--- config.mk ---
export PLATFORM = sky130hd
export DESIGN_NAME = s2p_frame_ctrl_flat
export DESIGN_NICKNAME = d
export VERILOG_FILES = /design/src/rtl/s2p_pkg.sv /design/src/rtl/s2p_frame_ctrl_if.sv /design/src/rtl/s2p_shift_reg.sv /design/src/rtl/s2p_frame_ctrl.sv /design/src/flat_wrapper.sv
export SDC_FILE = /design/constraint.sdc
export NUM_CORES = 1
export LEC_CHECK = 0
export ABC_AREA = 1
export CAP_MARGIN = 20
export CORE_MARGIN = 3
export CORE_UTILIZATION = 42
export CTS_CLUSTER_SIZE = 28
export DETAILED_ROUTE_END_ITERATION = 6
export GPL_TIMING_DRIVEN = 0
export PLACE_DENSITY_LB_ADDON = 0.08
export SYNTH_ARGS = -nofsm -noshare
export SYNTH_HDL_FRONTEND = slang
export SYNTH_SLANG_ARGS = --single-unit
--- constraint.sdc ---
create_clock -name clk -period 1.5 [get_ports clk]
set_clock_uncertainty 0.15 [all_clocks]
set_input_delay 0.3 -clock clk [delete_from_list [all_inputs] [get_ports clk]]
set_output_delay 0.3 -clock clk [all_outputs]
set_load 0.05 [all_outputs]
--- src/rtl/s2p_pkg.sv ---
// s2p_pkg: shared types and sizing for the serial-to-parallel frame path.
// Optional parity stage is enabled by S2P_PARITY_CHECK_EN.
package s2p_pkg;

  localparam int S2P_N = 4;
  localparam int S2P_W = 2 ** S2P_N;

  typedef enum logic [2:0] {
    IDLE,
    SHIFT,
    PAR,
    LOAD,
    HOLD
  } state_t;

endpackage

--- src/rtl/s2p_frame_ctrl_if.sv ---
// s2p_frame_ctrl_if: serial input, word handshake and status bundle.
// Parity status is only live when S2P_PARITY_CHECK_EN is defined.
interface s2p_frame_ctrl_if
  import s2p_pkg::*;
#(
  parameter int N = S2P_N
);

  localparam int W = 2 ** N;

  logic         start;
  logic         sdata;
  logic         sdata_vld;
  logic         word_rdy;
  logic [W-1:0] par_data;
  logic         load_en;
  logic         word_vld;
  logic         busy;
  logic [N:0]   bit_cnt;
  logic         overrun;
  logic         parity_err;

  modport master (
    output start, sdata, sdata_vld, word_rdy,
    input  par_data, load_en, word_vld, busy,
    input  bit_cnt, overrun, parity_err
  );

  modport slave (
    input  start, sdata, sdata_vld, word_rdy,
    output par_data, load_en, word_vld, busy,
    output bit_cnt, overrun, parity_err
  );

endinterface

--- src/rtl/s2p_shift_reg.sv ---
// s2p_shift_reg: W-bit MSB-first shift register with shift enable.
// Used unchanged with or without S2P_PARITY_CHECK_EN.
module s2p_shift_reg #(
  parameter int W = 16
) (
  input  logic         clk,
  input  logic         rst,
  input  logic         i_en,
  input  logic         i_bit,
  output logic [W-1:0] o_data
);

  logic [W-1:0] r_data;

  // shift the new bit in at the LSB end when enabled
  always_ff @(posedge clk or posedge rst) begin
    if (rst) begin
      r_data <= '0;
    end else if (i_en) begin
      r_data <= {r_data[W-2:0], i_bit};
    end
  end

  assign o_data = r_data;

endmodule

--- src/rtl/s2p_frame_ctrl.sv ---
// s2p_frame_ctrl: frames serial bits into a word, pulses the bank load
// and holds the word on a valid/ready handshake. Macro: S2P_PARITY_CHECK_EN.
module s2p_frame_ctrl
  import s2p_pkg::*;
#(
  parameter int N = S2P_N
) (
  input logic             clk,
  input logic             rst,
  s2p_frame_ctrl_if.slave bus
);

  localparam int         W        = 2 ** N;
  localparam logic [N:0] CNT_LAST = (N+1)'(W - 1);
  localparam logic [N:0] CNT_ONE  = (N+1)'(1);

  state_t       r_state;
  state_t       w_next;
  logic [N:0]   r_cnt;
  logic [N:0]   w_cnt;
  logic         w_shift;
  logic         r_load;
  logic         w_load;
  logic         r_vld;
  logic         w_vld;
  logic         r_ovr;
  logic         w_ovr;
  logic [W-1:0] w_data;
`ifdef S2P_PARITY_CHECK_EN
  logic         r_perr;
  logic         w_perr;
`endif

  s2p_shift_reg #(
    .W(W)
  ) u_sr (
    .clk   (clk),
    .rst   (rst),
    .i_en  (w_shift),
    .i_bit (bus.sdata),
    .o_data(w_data)
  );

  // state register
  always_ff @(posedge clk or posedge rst) begin
    if (rst) begin
      r_state <= IDLE;
    end else begin
      r_state <= w_next;
    end
  end

  // next state plus next values of the registered outputs
  always_comb begin
    w_next  = r_state;
    w_cnt   = r_cnt;
    w_shift = 1'b0;
    w_load  = 1'b0;
    w_vld   = r_vld;
    w_ovr   = 1'b0;
`ifdef S2P_PARITY_CHECK_EN
    w_perr  = r_perr;
`endif
    unique case (r_state)
      IDLE: begin
        if (bus.start) begin
          w_next = SHIFT;
          w_cnt  = '0;
        end
      end
      SHIFT: begin
        // a restart wins over the bit offered in the same cycle
        if (bus.start) begin
          w_cnt = '0;
        end else if (bus.sdata_vld) begin
          w_shift = 1'b1;
          w_cnt   = r_cnt + CNT_ONE;
          if (r_cnt == CNT_LAST) begin
`ifdef S2P_PARITY_CHECK_EN
            w_next = PAR;
`else
            w_next = LOAD;
            w_load = 1'b1;
`endif
          end
        end
      end
`ifdef S2P_PARITY_CHECK_EN
      PAR: begin
        // parity bit is checked against the word, never shifted in
        if (bus.start) begin
          w_next = SHIFT;
          w_cnt  = '0;
        end else if (bus.sdata_vld) begin
          w_next = LOAD;
          w_load = 1'b1;
          w_perr = (^w_data) ^ bus.sdata;
        end
      end
`endif
      LOAD: begin
        w_next = HOLD;
        w_vld  = 1'b1;
      end
      HOLD: begin
        w_ovr = bus.start;
        if (bus.word_rdy) begin
          w_next = IDLE;
          w_vld  = 1'b0;
          w_cnt  = '0;
`ifdef S2P_PARITY_CHECK_EN
          w_perr = 1'b0;
`endif
        end
      end
      default: begin
        w_next = IDLE;
      end
    endcase
  end

  // registered outputs
  always_ff @(posedge clk or posedge rst) begin
    if (rst) begin
      r_cnt  <= '0;
      r_load <= 1'b0;
      r_vld  <= 1'b0;
      r_ovr  <= 1'b0;
    end else begin
      r_cnt  <= w_cnt;
      r_load <= w_load;
      r_vld  <= w_vld;
      r_ovr  <= w_ovr;
    end
  end

`ifdef S2P_PARITY_CHECK_EN
  // parity verdict captured with the load, cleared on handshake
  always_ff @(posedge clk or posedge rst) begin
    if (rst) begin
      r_perr <= 1'b0;
    end else begin
      r_perr <= w_perr;
    end
  end

  assign bus.parity_err = r_perr;
`else
  assign bus.parity_err = 1'b0;
`endif

  assign bus.par_data = w_data;
  assign bus.load_en  = r_load;
  assign bus.word_vld = r_vld;
  assign bus.busy     = (r_state != IDLE);
  assign bus.bit_cnt  = r_cnt;
  assign bus.overrun  = r_ovr;

endmodule

--- src/flat_wrapper.sv ---
// flat-port wrapper written by rule: the top's interface ports become plain ports
module s2p_frame_ctrl_flat import s2p_pkg::*;
#(
  parameter int N = S2P_N
)
  (clk, rst, bus_start, bus_sdata, bus_sdata_vld, bus_word_rdy, bus_par_data, bus_load_en, bus_word_vld, bus_busy, bus_bit_cnt, bus_overrun, bus_parity_err);
  s2p_frame_ctrl_if #(.N(N)) bus_i ();
  input logic clk;
  input logic rst;
  input wire logic [$bits(bus_i.start)-1:0] bus_start;
  input wire logic [$bits(bus_i.sdata)-1:0] bus_sdata;
  input wire logic [$bits(bus_i.sdata_vld)-1:0] bus_sdata_vld;
  input wire logic [$bits(bus_i.word_rdy)-1:0] bus_word_rdy;
  output wire logic [$bits(bus_i.par_data)-1:0] bus_par_data;
  output wire logic [$bits(bus_i.load_en)-1:0] bus_load_en;
  output wire logic [$bits(bus_i.word_vld)-1:0] bus_word_vld;
  output wire logic [$bits(bus_i.busy)-1:0] bus_busy;
  output wire logic [$bits(bus_i.bit_cnt)-1:0] bus_bit_cnt;
  output wire logic [$bits(bus_i.overrun)-1:0] bus_overrun;
  output wire logic [$bits(bus_i.parity_err)-1:0] bus_parity_err;
  assign bus_i.start = bus_start;
  assign bus_i.sdata = bus_sdata;
  assign bus_i.sdata_vld = bus_sdata_vld;
  assign bus_i.word_rdy = bus_word_rdy;
  assign bus_par_data = bus_i.par_data;
  assign bus_load_en = bus_i.load_en;
  assign bus_word_vld = bus_i.word_vld;
  assign bus_busy = bus_i.busy;
  assign bus_bit_cnt = bus_i.bit_cnt;
  assign bus_overrun = bus_i.overrun;
  assign bus_parity_err = bus_i.parity_err;
  s2p_frame_ctrl #(.N(N)) u_core (.clk(clk), .rst(rst), .bus(bus_i));
endmodule
# Word level (Yosys, flattened, before mapping)
# Index checks and enable logic that the tools add are counted.
[word_totals]
output_inout_bits = 26
input_bits = 6
elab_cells = 45
ff_bits = 27
[classes]
reduce_logical = 7
n_addsub = 1
n_eq_ne = 10
n_mux = 21
[ops]
columns = ["op", "n"]
rows = [
  ["5-bit 2-to-1 mux", 4],
  ["3-bit 2-to-1 mux", 5],
  ["5-bit case mux with 3 select lines", 1],
  ["3-bit case mux with 4 select lines", 1],
  ["1-bit 2-to-1 mux", 9],
  ["2-bit != test, second input constant", 4],
  ["3-bit nonzero test", 2],
  ["5-bit by 1-bit adder with 5-bit output, second input constant", 1],
  ["5-bit by 4-bit == test with 1-bit output, second input constant", 1],
  ["5-bit AND reduction", 1],
  ["4-bit AND reduction", 1],
  ["3-bit by 1-bit == test with 1-bit output, second input constant", 1],
  ["3-bit by 2-bit == test with 1-bit output, second input constant", 1],
  ["3-bit == test, second input constant", 1],
  ["3-bit logical NOT", 1],
  ["3-bit != test, second input constant", 1],
  ["2-bit by 1-bit != test with 1-bit output, second input constant", 1],
  ["1-bit case mux with 2 select lines", 1],
  ["2-bit AND reduction", 1],
  ["2-bit nonzero test", 1],
]

# Depth between registers and ports, before layout
[logic_depth]
depth_word = 5
depth_mapped = 7

# By module
# Synthesis repeated with hierarchy kept, for this count alone.
[unflattened]
hier_cells = 141
area_unflattened_um2 = 1270.0
[by_module_without_submodules]
columns = ["module", "seq_area_each_um2", "area_per_inst_um2", "cells_each", "n_inst"]
rows = [
  ["s2p_shift_reg", 400.4, 688.2, 69, 1],
  ["s2p_frame_ctrl", 275.3, 581.8, 72, 1],
]

# Least setup slack after synthesis
# No wires, ideal clock.
[synth_path]
kind = "register to register"
from = "reg u_core.r_cnt[0] (netlist: u_core.bus.bit_cnt[0])"
to = "reg u_core.r_cnt[4] (netlist: u_core.bus.bit_cnt[4])"
path_slack_ns = -0.257
stages_incl_launch_ff = 8
n_path_buf = 0
arrival_ns = 1.542
path_cell_list = "dfrtp_1 ha_1 nand2_1 nor2_1 ha_1 nor2_1 nand3_1 nand2_1"
[synth_between]
elab_chain_cells = 4
[synth_lines]
columns = ["item", "line_no", "source"]
rows = [
  ["start: declaration", "s2p_frame_ctrl.sv:19", "logic [N:0] r_cnt;"],
  ["start signal: assignment", "s2p_frame_ctrl.sv:130", "r_cnt <= w_cnt;"],
  ["5-bit by 1-bit adder with 5-bit output", "s2p_frame_ctrl.sv:77", "w_cnt = r_cnt + CNT_ONE;"],
  ["5-bit 2-to-1 mux", "s2p_frame_ctrl.sv:75", "end else if (bus.sdata_vld) begin"],
  ["5-bit 2-to-1 mux", "s2p_frame_ctrl.sv:73", "if (bus.start) begin"],
  ["5-bit case mux with 3 select lines", "s2p_frame_ctrl.sv:64", "unique case (r_state)"],
]
# No other way between the ends. The select of a mux whose other input is x is not followed.
# A chain may end at the register's enable or synchronous reset.

# Worst setup path after layout
[layout_path]
from = "reg u_core.r_state[2]"
to = "out bus_busy"
[layout_between]
elab_chain_cells = 1
[layout_lines]
columns = ["item", "line_no", "source"]
rows = [
  ["start: declaration", "s2p_frame_ctrl.sv:17", "state_t r_state;"],
  ["start signal: assignment", "s2p_frame_ctrl.sv:49", "r_state <= w_next;"],
  ["3-bit nonzero test", "s2p_frame_ctrl.sv:155", "assign bus.busy = (r_state != IDLE);"],
  ["end: declaration", "flat_wrapper.sv:17", "output wire logic [$bits(bus_i.busy)-1:0] bus_busy;"],
]
# No other way between the ends.

==> impl_summary.log <==
[metrics] unrepaired setup endpoints after global routing: yes
[metrics] DRC violation total after the first TritonRoute iteration: 38
[metrics] type of the worst setup path: flop to output pin
[metrics] total wire length: about 2600 um
[metrics] clock tree root driver cell: clkbuf_4
[metrics] cell type of the slowest stage on the worst timing path: dfrtp_1
[metrics] wire length of the first global-routing pass: 4200 um
[metrics] Floorplan Core Area: 2570 um^2
[metrics] diode insertion count for antenna repair: 0
[metrics] CTS clk-pin slew, worst paths: roughly 150 ps
[metrics] Final #Nets: 188
[metrics] sequential element share of the synthesized area: a little under three fifths
[metrics] DP Wirelength: 1680 um
[metrics] share of cells above drive strength 1: around 34%
[metrics] data arrival time of the worst path: about 1100 ps
[metrics] Syn Inst Count: 134
[metrics] Post-CTS Hold Buffers: 0
[metrics] number of cells on the critical path: 3
[metrics] overall die width: 58.9 um
[metrics] insertion delay to the later sink of the worst-skew pair: about 320 ps
[metrics] cell-by-cell listing of the critical path: nor2_4 > nand2_2 > buf_6
[metrics] number of warnings printed during yosys synthesis: 0
[metrics] deepest level of the CTS H-tree: 1
[metrics] post-route setup slack: -41.4 ps
[metrics] row count: 18
[metrics] # clock sinks: 27
[metrics] status: complete, but fails checks
[metrics] Critical Path Sink Type: output pin
[metrics] Avg Inst Size Synth: approximately 8.8 um^2
[metrics] maximum ir drop on the vdd rail: roughly 700 uV
[metrics] flop2flop setup slack: roughly 10 ps
[metrics] fraction of synthesized cell area taken by the top area cell type: a little under three fifths
[metrics] post-route clock period utilization: 103%
[metrics] Die Footprint: 3460 um^2
[metrics] post-synthesis to final-layout area growth: 37.8%
[metrics] GPL Wtd Cong: roughly 0.83
[metrics] cell taking the most area after synthesis: dfrtp_1
[metrics] height of the die: 58.9 um
[metrics] crit start category: flop
[metrics] endpoints failing hold: 0
[metrics] f_max: ~650 MHz
[metrics] synthesized net count: approximately 140
[metrics] CTS tree: done
[metrics] total global-route track usage: 15.8%
[metrics] number of global-route vias before repair: between 900 and 1k
[metrics] DP Worst Slack: -351 ps
[metrics] family with the most delay on the worst path: flip-flops
[metrics] Max Cap Viol: 0
[metrics] iteration count of the initial detailed-routing pass: 5
[metrics] post-detailed-route via-to-cell ratio: about 4.9
[metrics] biggest area contributors in the synthesized netlist: dfrtp_1, nand2_1, nor2_1, inv_1, nand3_1
[metrics] total congestion overflow: 0
[metrics] pins over their slew limit: 0
[metrics] CTS Buf Count: 3
[metrics] Starting Density: 45.7%
[metrics] post-synthesis sequential element count: 27
[metrics] remaining antenna violation count: 0
[metrics] critical path buffer and inverter count: 1
[metrics] number of top-level design ports: 32
[metrics] Power per Cell Area: between 1000 and 1500 nW/um^2
[metrics] deepest clock path buffer count: 2
[metrics] antenna violations before repair: 0
[metrics] CP Max Fanout: 2
[metrics] minimum clock period: ~1500 ps
[metrics] path category of the worst min-delay check: primary input to asynchronous set/reset pin
[metrics] non-filler cells in the finished layout: approximately 210
[metrics] # port buffers: 30
[metrics] placed instance count: slightly below 200
[metrics] maximum number of pins on one net before global-route repair: 28
[metrics] WL/cell: about 12 um
[metrics] delay of the slowest critical-path stage: roughly 440 ps
[metrics] final routed DRC violation total: 0
[metrics] post-synthesis instance area: around 1200 um^2
[metrics] length in cells of the worst reg-to-reg path: 6
[metrics] leakage power figure: 0.844 nW
[metrics] violations in the final reports: negative setup slack
[metrics] final setup violation count: 1
[metrics] Yosys cell types: 19
[metrics] required time at the endpoint of the critical path: between 1000 and 1500 ps
[metrics] number of vias in the routed layout: 1021
[cells in the mapped netlist, drive strengths merged]
| master | count |
|---|---|
| nand2 | 30 |
| dfrtp | 27 |
| nor2 | 21 |
| inv | 16 |
| nand3 | 12 |
| o21ai | 9 |
| a21oi | 8 |
| buf | 4 |
| ha | 2 |
| nand4 | 2 |
| conb | 1 |
| o211ai | 1 |
| xnor2 | 1 |
[logic make-up after synthesis]
| family | after synthesis | synth area share, % |
|---|---|---|
| compound gates | 18 | 7.89 |
| fa+ha+maj | 2 | 2.13 |
| buf+inv | 20 | 7.04 |
| flops | 27 | 57.6 |
| other cells | 1 | 0.320 |
| xor+xnor | 1 | 0.746 |
| simple gates | 65 | 24.3 |
[power by group]
| part | switching [W] | internal, W |
|---|---|---|
| registers | 0.0000677 | 0.000824 |
| clock network | 0.000207 | 0.000104 |
| logic | 0.000508 | 0.000188 |
[metrics by stage]
step / area, um^2 / hold WS [ps] / TNS [ps] / power (W) / util, %
floorplan: 1190 / 203 / -31.6 / 0.00139 / -
global placement: 1530 / 318 / -11610 / 0.00163 / 59.5
detailed placement: 1530 / 323 / -13850 / 0.00164 / 59.5
CTS: 1470 / 353 / -57.9 / 0.00187 / 57.4
global route: 1620 / 77.3 / -752 / 0.00201 / 63.0
finish: 1620 / 90.9 / -41.4 / 0.00190 / 63.0
[state kept, by name, summed over array words and instances (netlist names)]
name                 count
u_core.u_sr.o_data      16
u_core.bus.bit_cnt       5
u_core.r_state           3
u_core.bus.load_en       1
u_core.bus.overrun       1
u_core.bus.word_vld      1
[metal layers]
metal | vias to the layer above | share of wire (%) | global-route usage, %
met1 | 478 | 43 | 20.2
li1 | 515 | - | -
met5 | - | 0 | 0
met2 | 26 | 51 | 26.2
met4 | 0 | 0.54 | 6.80
met3 | 2 | 5.4 | 2.85
[final timing paths]
| path | from | end |
|---|---|---|
| min reg2reg | u_core.u_sr.o_data[15] | u_core.u_sr.o_data[15] |
| max reg2reg | u_core.r_state[2] | u_core.u_sr.o_data[14] |
| max | u_core.r_state[2] | bus_busy |
| max in group asynchronous | rst | u_core.bus.bit_cnt[1] |
| min | rst | u_core.r_state[2] |
| min in group clk | u_core.u_sr.o_data[15] | u_core.u_sr.o_data[15] |
[cell type report]
cell class	count	area, um^2
multi-input cells	87	463
plain buffers	4	41.3
repair buffers	41	309
fillers	225	950
inverters	16	60.1
well taps	30	37.5
clock buffers	4	26.3
flip-flops and latches	27	681
[repair_timing]
item | 4_1_cts | 5_1_grt
pin swaps | 1 | 8
setup endpoints to repair | 25 | 30
gates cloned | 0 | 2
setup buffers | 3 | 5
resized for setup | 131 | 30
[placed cells by master (no fill, tap or decap)]
master,netlist,routed
a21oi_1,8,7
a21oi_2,0,1
buf_16,0,1
buf_2,3,17
buf_4,1,12
buf_6,0,6
clkbuf_1,0,1
clkbuf_4,0,7
clkdlybuf4s50_1,0,5
conb_1,1,1
dfrtp_1,27,23
dfrtp_2,0,4
ha_1,2,1
ha_4,0,1
inv_1,15,14
inv_2,1,2
nand2_1,29,26
nand2_2,1,4
nand3_1,11,10
nand3_2,1,1
nand3_4,0,1
nand4_1,1,1
nand4_4,0,1
nor2_1,20,19
nor2_2,0,1
nor2_4,1,1
o211ai_1,1,1
o21ai_0,9,6
o21ai_1,0,3
xnor2_1,1,1
(Power assumes the default switching activity.)
